File: src/rtl/sort_mem_responder.sv
// Small word memory with a fixed-latency read/write handshake and a preload port.
// Each access sets one read or write in flight for LATENCY cycles, then pulses ready for one cycle.
//
//   state | meaning
//   IDLE  | waiting for a request; preload allowed when no request is present
//   BUSY  | request latched, latency counter running down
//   ACK   | access done on entry, ready high for this one cycle
module sort_mem_responder #(
  parameter int DW      = 8,
  parameter int AW      = 4,
  parameter int LATENCY = 2
) (
  input  logic          clk,
  input  logic          rst,
  input  logic          read,
  input  logic          write,
  input  logic [AW-1:0] addr,
  input  logic [DW-1:0] wdata,
  input  logic          ld_en,
  input  logic [AW-1:0] ld_addr,
  input  logic [DW-1:0] ld_data,
  output logic [DW-1:0] rdata,
  output logic          ready,
  output logic          busy,
  output logic          err
);

  localparam int DEPTH = 1 << AW;
  localparam logic [3:0] CNT_INIT = 4'(LATENCY - 1);

  typedef enum logic [1:0] {IDLE, BUSY, ACK} state_t;

  state_t        state_q, state_d;
  logic [3:0]    cnt_q, cnt_d;
  logic          op_wr_q, op_wr_d;
  logic [AW-1:0] addr_l_q, addr_l_d;
  logic [DW-1:0] wdata_l_q, wdata_l_d;
  logic [DW-1:0] rdata_q, rdata_d;
  logic          ready_q, ready_d;
  logic          err_q, err_d;
  logic [DW-1:0] mem_q [DEPTH];
  logic [DW-1:0] mem_d [DEPTH];

  logic          acc_en;
  logic          acc_wr;
  logic [AW-1:0] acc_addr;
  logic [DW-1:0] acc_wdata;

  always_comb begin
    state_d   = state_q;
    cnt_d     = cnt_q;
    op_wr_d   = op_wr_q;
    addr_l_d  = addr_l_q;
    wdata_l_d = wdata_l_q;
    err_d     = 1'b0;
    acc_en    = 1'b0;
    acc_wr    = op_wr_q;
    acc_addr  = addr_l_q;
    acc_wdata = wdata_l_q;

    case (state_q)
      IDLE: begin
        if (read ^ write) begin
          op_wr_d   = write;
          addr_l_d  = addr;
          wdata_l_d = wdata;
          cnt_d     = CNT_INIT;
          if (LATENCY == 1) begin
            // With single-cycle latency the access happens on the accepting
            // edge, so it must use the live inputs rather than the latches.
            state_d   = ACK;
            acc_en    = 1'b1;
            acc_wr    = write;
            acc_addr  = addr;
            acc_wdata = wdata;
          end else begin
            state_d = BUSY;
          end
        end else if (read && write) begin
          err_d = 1'b1;
        end
      end
      BUSY: begin
        if (cnt_q <= 4'd1) begin
          state_d = ACK;
          acc_en  = 1'b1;
        end
        cnt_d = (cnt_q == 4'd0) ? 4'd0 : cnt_q - 4'd1;
      end
      ACK:     state_d = IDLE;
      default: state_d = IDLE;
    endcase

    ready_d = acc_en;

    mem_d   = mem_q;
    rdata_d = rdata_q;
    if (acc_en) begin
      if (acc_wr) mem_d[acc_addr] = acc_wdata;
      else        rdata_d = mem_q[acc_addr];
    end
    if (state_q == IDLE && !read && !write && ld_en) mem_d[ld_addr] = ld_data;
  end

  always_ff @(posedge clk or posedge rst) begin
    if (rst) begin
      state_q   <= IDLE;
      cnt_q     <= '0;
      op_wr_q   <= 1'b0;
      addr_l_q  <= '0;
      wdata_l_q <= '0;
      rdata_q   <= '0;
      ready_q   <= 1'b0;
      err_q     <= 1'b0;
      for (int i = 0; i < DEPTH; i++) mem_q[i] <= '0;
    end else begin
      state_q   <= state_d;
      cnt_q     <= cnt_d;
      op_wr_q   <= op_wr_d;
      addr_l_q  <= addr_l_d;
      wdata_l_q <= wdata_l_d;
      rdata_q   <= rdata_d;
      ready_q   <= ready_d;
      err_q     <= err_d;
      for (int i = 0; i < DEPTH; i++) mem_q[i] <= mem_d[i];
    end
  end

  assign rdata = rdata_q;
  assign ready = ready_q;
  assign err   = err_q;
  assign busy  = (state_q != IDLE);

endmodule

File: config.mk
export PLATFORM = sky130hd
export DESIGN_NAME = sort_mem_responder
export DESIGN_NICKNAME = d
export VERILOG_FILES = /design/src/rtl/sort_mem_responder.sv
export SDC_FILE = /design/constraint.sdc
export NUM_CORES = 1
export LEC_CHECK = 0
export CAP_MARGIN = 10
export CORE_MARGIN = 5
export CORE_UTILIZATION = 55
export CTS_CLUSTER_DIAMETER = 200
export DETAILED_ROUTE_END_ITERATION = 7
export HOLD_SLACK_MARGIN = 0.06
export PLACE_DENSITY = 0.74
export SETUP_SLACK_MARGIN = 0.1
export SYNTH_ARGS = -nofsm -noshare
export SYNTH_HDL_FRONTEND = slang
export SYNTH_SLANG_ARGS = --single-unit
File: constraint.sdc
create_clock -name clk -period 5.4 [get_ports clk]
set_input_delay 0.54 -clock clk [delete_from_list [all_inputs] [get_ports clk]]
set_output_delay 0.54 -clock clk [all_outputs]
set_load 0.01 [all_outputs]
# ---- Word level (Yosys, flattened, before mapping)
# Cells that the tools add are included.
dict set report classes {
  n_addsub 1
  magnitude_cmp 5
  n_eq_ne 3
  muxes 23
  bitwise 4
  n_reduce_logical 16
}
# cell n
set ops {}
lappend ops {{$mux W128} 3}
lappend ops {{$bwmux W128} 2}
lappend ops {{$demux W8 S4} 2}
lappend ops {{$bmux W8 S4} 1}
lappend ops {{$mux W8} 4}
lappend ops {{$ge A5 B5 Y1 const B} 2}
lappend ops {{$lt A5 B1 Y1 const B} 2}
lappend ops {{$not A4 Y5} 2}
lappend ops {{$mux W4} 2}
lappend ops {{$pmux W4 S2} 1}
lappend ops {{$reduce_and A2 Y1} 4}
lappend ops {{$logic_and A1 B1 Y1} 6}
lappend ops {{$mux W1} 5}
lappend ops {{$le A4 B1 Y1 const B} 1}
lappend ops {{$logic_not A4 Y1} 1}
lappend ops {{$mux W2} 2}
lappend ops {{$ne A2 B2 Y1 const B} 2}
lappend ops {{$pmux W2 S2} 1}
lappend ops {{$reduce_bool A2 Y1} 2}
lappend ops {{$sub A4 B1 Y4 const B} 1}
lappend ops {{$eq A2 B1 Y1 const B} 1}
lappend ops {{$logic_not A1 Y1} 2}
lappend ops {{$logic_not A2 Y1} 1}
lappend ops {{$not A1 Y1} 1}
lappend ops {{$xor A1 B1 Y1} 1}
dict set report totals {
  reg_bits 157
  wordCells 76
}

# ---- Longest topological paths before layout
# Gate-level depths: netlist (run 1).
dict set report depth {
  ltp_word 10
  mapped_depth 6
  mapped_depth_nobuf 5
}

# ---- Worst setup path before layout (run 1)
# No wires, ideal clock.
dict set report synth_path {
  kind {flip-flop to flip-flop}
  startpoint {register state_q[1]}
  endpoint {register mem_q[24] in the netlist's numbering}
  setup_ps 137
  t_arrival_ps 1941
  required_ps 5263
  setup_slack_ps 3322
  path_stages_with_launch 6
  n_path_buf 1
  period_less_slack_ps 2078
  path_cell_list {dfrtp_1 buf_2 nor4b_1 nand4_2 mux2i_1 a21oi_1}
}
# item line_no
set synth_rtl {}
lappend synth_rtl {{start: declaration} 33} ;# state_t state_q, state_d;
lappend synth_rtl {{start signal: assignment} 117} ;# state_q <= state_d;
lappend synth_rtl {{end: declaration} 41} ;# logic [DW-1:0] mem_q [DEPTH];

==> results by group, run 1 <==
Global route
  – Vias in the first global route: around 6.5k
  – GRT Total Usage: roughly 27%
  – Pin count of the biggest net entering global routing: between 100 and 150
  – Initial antenna violation count: 0
  – First-pass GRT wire length: 37100 um
  – Congestion Overflow GR: 0

Route
  – Pre-antenna DRT Iters: 6
  – WL final: 23700 um
  – Routed vias: 6478
  – Routed Antenna Nets: 0
  – Routed vias/inst: 6.55
  – Wire per inst: 24.0 um
  – # DRC: 0
  – First DRT Iteration DRCs: between 800 and 900

Power and ir drop
  – VDD IR-drop max: between 0.2 and 0.3 mV
  – Power Total: 5.20 mW
  – Pwr dens: between 500 and 600 nW/um^2
  – Pleak: 4.18 nW

Clock tree
  – Clock Latency Late Sink: around 0.43 ns
  – Root Driver: clkbuf_16
  – Post-CTS Resized: 0
  – CTS Sinks: ~160
  – CTS tree: built
  – CTS Hold Bufs: 0
  – Worst-path clk slew: 0.06 ns
  – Deepest level of the CTS H-tree: 4
  – Num CTS Buffers: 17
  – Post-CTS Setup Bufs: 0
  – Clock buffer depth: 2

STA
  – Unrepaired setup endpoints after global routing: false
  – Final setup viols: 0
  – Fin Setup TNS: 0 ns
  – Tcrit/Tclk final: 54.4%
  – Hold Vio Cnt, Final: 0
  – Final slew viol count: 0
  – Final WS setup: 2.46 ns
  – Fmax: 0.341 GHz
  – Period minus WS final: 2.94 ns
  – Worst-margin pin slew: approximately 1.0 ns
  – Slew margin rel.: about 32%
  – Worst Skew: ~0.008 ns

Placed design
  – Port Buffers: 39
  – Setup WS pre-CTS: 2.46 ns
  – Detail Placement HPWL: around 15000 um
  – Placer congestion estimate: about 0.89

Synthesis
  – Sequential fraction of the synthesis area: around 47%
  – Post-Syn Area: between 8000 and 9000 um^2
  – Leading area contributor after synthesis: dfrtp_1
  – Synth unique cells: between 40 and 50
  – Yosys reg bits: roughly 160
  – Syn avg cell area: between 10 and 15 um^2
  – Syn nets: just over 800
  – Synth area leaders: dfrtp_1 47%, mux2i_1 17%, mux4_2 8.5%
  – Post-synth top area share: between 40 and 50%
  – Yosys warns: 0
  – Mapped Cells: 790

Finish
  – Layout Nets: between 800 and 900
  – N_diodes: 0
  – Final Util: 62.5%
  – Most frequent cells in the layout: 156 x dfrtp_1, 144 x mux2i_1, 136 x nor2_1, 128 x a21oi_1, 39 x clkdlybuf4s50_1
  – Commonest non-fill, non-tap cell in the layout: dfrtp_1
  – Layout cell share with drive strength beyond 1: a little under an eighth
  – Area growth syn-to-layout: 12.2%

Worst setup path
  – Critical Path RT: 5.70 ns
  – CP Max Fanout: 21
  – CP Class: register to register
  – Startpoint types: register
  – Crit end category: register
  – CP arrival: approximately 3.2 ns

Die
  – Core box area: 15100 um^2
  – Die Y: roughly 130 um
  – Die width: roughly 130 um
  – # IOs: 40
  – Initial Utilization: a little under three fifths
  – Site row count: 45
  – Die area: ~18000 um^2

Worst hold path
  – Worst min path class: register to register

Run status
  – Status: complete, no violations

Run
  – Max Cap Viol: 0
## Yosys cell counts, drive strengths merged
| master | count |
|---|---|
| nand4b | 2 |
| mux4 | 32 |
| a21oi | 128 |
| a21o | 1 |
| dfrtp | 157 |
| nand4 | 22 |
| clkbuf | 49 |
| clkinv | 1 |
| nor4b | 3 |
| nor4bb | 2 |
| nand2b | 4 |
| nor2b | 4 |
| ha | 1 |
| nor3b | 6 |
| nor4 | 4 |
| or3 | 4 |
| nor2 | 136 |
| a2bb2oi | 7 |
| buf | 18 |
| and3b | 4 |
| mux2 | 13 |
| and3 | 3 |
| or2 | 1 |
| inv | 4 |
| nand3b | 2 |
| nand2 | 4 |
| o31ai | 1 |
| a22o | 1 |
| or4b | 1 |
| o211ai | 1 |
| mux2i | 144 |
| o21ai | 12 |
| nand3 | 15 |
| nor3 | 3 |
## worst paths after layout
| check | slack (ns) | end | startpoint | cells after the start |
|---|---|---|---|---|
| max in group asynchronous | 3.48 | mem_q[49] | rst | 3 |
| min in group asynchronous | 0.74 | cnt_q[2] | rst | 2 |
| worst min register to register | 0.51 | rdata[6] | rdata[6] | 2 |
| worst max register to register | 2.46 | mem_q[51] | acc_addr[0] | 5 |
| worst min-delay path | 0.51 | rdata[6] | rdata[6] | 2 |
| worst max-delay path | 2.46 | mem_q[51] | acc_addr[0] | 5 |
## sequential cells by signal (all words and copies together) (netlist names)
register,flops
acc_wr,1
acc_addr,4
cnt_q,4
ready,1
state_q,2
rdata,8
acc_wdata,8
err,1
mem_q,128
## power by group
| part | leakage, nW | switching (mW) | internal (mW) |
|---|---|---|---|
| Sequential | 1.63 | 0.568 | 1.69 |
| Combinational | 2.27 | 0.785 | 0.928 |
| Clock | 0.286 | 0.491 | 0.744 |
## through the flow
| step | std cells | instance area, um^2 | hold slack [ns] |
|---|---|---|---|
| after floorplan | 790 | 8440 | 0.511 |
| after global placement | 958 | 8870 | 0.492 |
| after detailed placement | 958 | 8870 | 0.498 |
| after CTS | 989 | 9470 | 0.511 |
| after global routing | 989 | 9470 | 0.538 |
| final | 989 | 9470 | 0.515 |
## layout make-up
class                   instances  area, um^2
inverters                       5        23.8
clock inverters                12         145
repair buffers                 47         450
multi-input cells             561        4230
clock buffers                  19         453
flip-flops and latches        157        3930
fillers                      1148        5680
well taps                     188         235
## kinds of logic (layout without fill, tap and decap cells)
logic type	after synthesis	count (layout)	share of synthesized area, %
and+or+nand+nor	220	220	13.1
buffers and inverters	72	83	3.38
adders and majority gates	1	1	0.148
AOI/OAI and AO/OA	151	151	9.40
muxes	189	189	27.4
DFF	157	157	46.6
## layer usage
| layer | GRT usage, % | vias to the layer above | share of wire (%) |
|---|---|---|---|
| li1 | - | 2858 | - |
| met1 | 37.1 | 3216 | 41 |
| met2 | 41.5 | 339 | 47 |
| met3 | 7.16 | 65 | 9.0 |
| met4 | 12.1 | 0 | 3.6 |
| met5 | 0 | - | 0 |
## critical path: stages, from the launching register on
cell,delay (ns)
dfrtp_2,0.68
buf_4,0.46
nor4bb_1,0.60
nand3_1,0.60
mux2i_1,0.34
a21oi_1,0.09
No activity file was read; power rests on OpenSTA's default activity.
==> inputs of run 2 (changes only) <==
clock period = 3.1 ns   (was 5.4 ns; I/O delays follow)
==> run 2 against run 1 <==
Fmax increased by 20%; combinational power is 76% higher; cell count up 1.4%; largest power group unchanged; register-to-register slack worse by 1.8 ns; die area is the same; hold slack worse by 0.16 ns.
==> results by group, run 2 (synthesized netlist as in run 1, its figures left out) <==
Run status
  – Status: complete, no violations

STA
  – Final WS setup: about 0.65 ns
  – Period minus WS final: between 2 and 2.5 ns
  – Worst-margin pin slew: about 1.0 ns
  – Worst Skew: approximately 0.0075 ns
  – Hold Vio Cnt, Final: 0
  – Final setup viols: 0
  – Fmax: 0.408 GHz
  – Unrepaired setup endpoints after global routing: false
  – Hold slack: 0.352 ns
  – Final slew viol count: 0
  – Tcrit/Tclk final: between 70 and 80%
  – Fin Setup TNS: 0 ns
  – Slew margin rel.: between 30% and 40%

Die
  – Die area: about 18000 um^2
  – Die Y: roughly 130 um
  – Site row count: 45
  – Core box area: 15100 um^2
  – # IOs: 40
  – Initial Utilization: roughly 56%
  – Die width: 134 um

Finish
  – Non-Filler Instances: ~1.0k
  – Area growth syn-to-layout: 13.8%
  – Layout cell share with drive strength beyond 1: between 10% and 20%
  – Layout Nets: about 830
  – Biggest register: mem_q
  – Filler cell count: 1174
  – N_diodes: 0
  – Final Util: 63.4%
  – Commonest non-fill, non-tap cell in the layout: dfrtp_1
  – Number of flip-flops in the largest register: approximately 130
  – Finished layout cell area: 9600 um^2
  – Most frequent cells in the layout: 156 x dfrtp_1, 144 x mux2i_1, 136 x nor2_1, 128 x a21oi_1, 39 x clkdlybuf4s50_1

Worst setup path
  – Crit end category: register
  – CP arrival: about 2.8 ns
  – FF-to-FF setup slack: between 0.6 and 0.7 ns
  – CP Class: register to register
  – Critical Path RT: ~3.4 ns
  – CP Max Fanout: 20
  – Startpoint types: register

Clock tree
  – Post-CTS Setup Bufs: 0
  – Deepest level of the CTS H-tree: 4
  – Clock Latency Late Sink: around 0.44 ns
  – Clock buffer depth: 2
  – Num CTS Buffers: 17
  – Post-CTS Resized: 0
  – CTS tree: built
  – CTS Hold Bufs: 0
  – CTS Sinks: around 160
  – Root Driver: clkbuf_16
  – Worst-path clk slew: 0.06 ns

Route
  – Pre-antenna DRT Iters: 6
  – WL final: 24200 um
  – Wire per inst: between 20 and 25 um
  – # DRC: 0
  – Routed Antenna Nets: 0
  – Routed vias: approximately 6.5k
  – Routed vias/inst: 6.52
  – First DRT Iteration DRCs: 776

Power and ir drop
  – VDD IR-drop max: between 0.5 and 0.6 mV
  – Power Total: between 9 and 10 mW
  – Pwr dens: approximately 950 nW/um^2
  – Pleak: approximately 4.3 nW

Placed design
  – Placer congestion estimate: just under 0.9
  – Port Buffers: 39
  – Setup WS pre-CTS: slightly below 0.7 ns
  – Post-Place Cells: about 970
  – Detail Placement HPWL: 15900 um
  – Placed Area: 9000 um^2

Global route
  – Initial antenna violation count: 0
  – Congestion Overflow GR: 0
  – Vias in the first global route: approximately 6.6k
  – GRT Total Usage: 28.1%
  – First-pass GRT wire length: roughly 38000 um
  – Pin count of the biggest net entering global routing: 83

Worst hold path
  – Worst min path class: primary input to async pin

Run
  – Max Cap Viol: 0
==> run 2: critical path: stages, from the launching register on <==
cell      delay [ns]
dfrtp_2         0.62
nor4bb_1        0.63
nand3_1         0.61
mux2i_1         0.35
a21oi_1         0.11
==> run 2: routing by layer <==
metal / GRT usage [%] / vias up / routed length (um)
met4: 11.0 / 0 / 721
met5: 0 / - / 0
met1: 37.6 / 3254 / 9650
met3: 6.86 / 46 / 2330
li1: - / 2903 / -
met2: 44.8 / 340 / 11500
==> run 2: final cells by class <==
class,instances,area [um^2],area share [%]
well taps,188,235,2.45
clock inverters,5,77.6,0.808
clock buffers,26,529,5.51
inverters,5,22.5,0.235
multi-input cells,561,4230,44.0
repair buffers,61,581,6.05
flip-flops and latches,157,3930,40.9
==> run 2: where the power goes <==
group | leakage [nW] | internal [mW] | switching (mW)
Combinational | 2.34 | 1.64 | 1.37
Clock | 0.298 | 1.33 | 0.815
Sequential | 1.63 | 2.94 | 1.05
Total | 4.26 | 5.91 | 3.23
==> run 2: path summary, 6_finish.rpt <==
| kind | start | to | cells after the start |
|---|---|---|---|
| setup / recovery | acc_addr[0] | mem_q[73] | 4 |
| hold / removal | rst | mem_q[51] | 3 |
| min in group clk | wdata[3] | acc_wdata[3] | 2 |
| setup reg to reg | acc_addr[0] | mem_q[73] | 4 |
| max in group asynchronous | rst | acc_addr[0] | 3 |
| hold reg to reg | rdata[2] | rdata[2] | 2 |
==> inputs of run 3 (changes only) <==
PLACE_DENSITY = 0.77   (was 0.74)
clock period = 2.12 ns   (was 3.1 ns; I/O delays follow)
==> run 3 against run 2 <==
Register-to-register slack worse by 0.53 ns; sequential share of layout area is 2.2 points lower; via count grew 5.0%; global-route usage about the same; clock power is 54% higher; utilization is 3.6 points higher; critical path depth up 1; setup slack got worse by 0.53 ns.
==> results by group, run 3 (synthesized netlist as in run 1, its figures left out) <==
Finish
  – Final Util: between 60% and 70%
  – N_diodes: 0
  – Number of flip-flops in the largest register: 128
  – Layout cell share with drive strength beyond 1: about a fifth
  – Commonest non-fill, non-tap cell in the layout: dfrtp_1
  – Biggest register: mem_q
  – Filler cell count: ~1.1k
  – Layout Nets: ~880
  – Non-Filler Instances: roughly 1.1k
  – Area occupied by multi-input gates: between 4000 and 5000 um^2
  – Area growth syn-to-layout: 20.2%
  – Most frequent cells in the layout: 156 x dfrtp_1, 144 x mux2i_1, 135 x nor2_1, 128 x a21oi_1, 65 x buf_4
  – Storage element area: 3930 um^2
  – Finished layout cell area: just over 10000 um^2

Route
  – Routed wl met2: ~12000 um
  – WL final: roughly 24000 um
  – Routed vias/inst: about 6.5
  – Routed Antenna Nets: 0
  – WL met3: around 2400 um
  – # DRC: 0
  – Top Layer Used: met4
  – Wl on met1: around 9800 um
  – Pre-antenna DRT Iters: 5
  – Routed vias: slightly below 7k
  – First DRT Iteration DRCs: roughly 1.1k
  – Wire per inst: between 20 and 25 um

Worst setup path
  – CP max stage delay: between 0.6 and 0.7 ns
  – CP top delay family: simple AND/OR/NAND/NOR gates
  – Slowest cell on crit path: or4b_4
  – CP arrival: ~2.3 ns
  – Buf+Inv Stages, Crit Path: 1
  – Critical Path RT: about 2.4 ns
  – CP Class: register to register
  – Crit end category: register
  – CP Max Fanout: 8
  – Startpoint types: register
  – Crit-path cells: or4b_4 -> nor3b_2 -> buf_6 -> mux2i_1 -> a21oi_1

Clock tree
  – Clock buffer depth: 2
  – Root Driver: clkbuf_16
  – Worst-path clk slew: approximately 0.070 ns
  – CTS Sinks: around 160
  – CTS Hold Bufs: 0
  – CTS tree: built
  – Num CTS Buffers: 17
  – Deepest level of the CTS H-tree: 4
  – Clock Latency Late Sink: about 0.43 ns

Power and ir drop
  – Pwr dens: 1360 nW/um^2
  – Pleak: between 4 and 5 nW
  – VDD IR-drop max: 0.682 mV
  – Power Total: around 14 mW

STA
  – Final setup viols: 0
  – Hold slack: ~0.28 ns
  – Fmax: between 0.5 and 0.6 GHz
  – Worst-margin pin slew: 0.866 ns
  – Slew margin rel.: around 42%
  – Hold Vio Cnt, Final: 0
  – Tcrit/Tclk final: a little over nine tenths
  – Unrepaired setup endpoints after global routing: true
  – Period minus WS final: approximately 2.0 ns
  – Final slew viol count: 0
  – Worst Skew: approximately 0.011 ns

Die
  – Initial Utilization: a little under three fifths
  – Die width: between 100 and 150 um
  – # IOs: 40
  – Site row count: between 40 and 50
  – Die area: between 15000 and 20000 um^2
  – Die Y: around 130 um
  – Core box area: approximately 15000 um^2

Global route
  – GRT Total Usage: between 20 and 30%
  – Initial antenna violation count: 0
  – Pin count of the biggest net entering global routing: 80
  – Congestion Overflow GR: 0
  – First-pass GRT wire length: around 39000 um
  – Vias in the first global route: roughly 6.8k

Placed design
  – Port Buffers: 39
  – Detail Placement HPWL: 16100 um
  – Post-Place Cells: around 1.0k
  – Placed Area: about 9400 um^2
  – Placer congestion estimate: about 0.93

Run status
  – Status: complete, no violations

Run
  – Max Cap Viol: 0

Worst hold path
  – Worst min path class: primary input to async pin
[run 3: what timing repair did]
action,CTS,global route
resized for setup,3,9
setup endpoints to repair,40,78
pin swaps,1,1
hold endpoints to repair,0,0
buffers inserted,2,3
[run 3: cell type report]
| type | count | area share, % |
|---|---|---|
| clock buffers | 19 | 4.47 |
| clock inverters | 13 | 1.86 |
| inverters | 5 | 0.222 |
| multi-input cells | 561 | 42.3 |
| flip-flops and latches | 157 | 38.8 |
| well taps | 188 | 2.32 |
| repair buffers | 112 | 10.1 |
[run 3: report_power, final]
group	switching, mW	total [mW]	internal, mW
clock	1.25	3.29	2.04
sequential	1.36	5.67	4.30
combinational	2.22	4.85	2.62
total	4.83	13.8	8.97
[run 3: worst reg2reg max path, cell delays in order, from the launching register on]
cell and delay (ns):
dfrtp_1 0.39, or4b_4 0.64, nor3b_2 0.33, buf_6 0.21, mux2i_1 0.21, a21oi_1 0.11
[run 3: routing by layer]
layer	global-route usage (%)	vias to the layer above
met5	0	-
met4	10.8	0
met3	6.71	51
met2	43.6	398
met1	38.8	3426
li1	-	2994
[run 3: path summary, 6_finish.rpt]
| kind | start | endpoint | slack [ns] | cells past startpoint |
|---|---|---|---|---|
| max in group asynchronous | rst | mem_q[121] | 1.47 | 3 |
| hold reg to reg | rdata[1] | rdata[1] | 0.51 | 2 |
| min in group clk | addr[3] | acc_addr[3] | 0.40 | 2 |
| setup reg to reg | cnt_q[1] | mem_q[36] | 0.12 | 5 |
| hold / removal | rst | mem_q[70] | 0.28 | 3 |
| setup / recovery | cnt_q[1] | mem_q[36] | 0.12 | 5 |
[run 3: per-stage QoR]
step | setup slack (ns) | TNS (ns)
3_5_place_dp | -0.0583 | -0.202
6_report | 0.122 | 0
5_1_grt | 0.0371 | 0
2_1_floorplan | -0.0789 | -12.38
3_3_place_gp | 0.0911 | 0
4_1_cts | 0.100 | 0
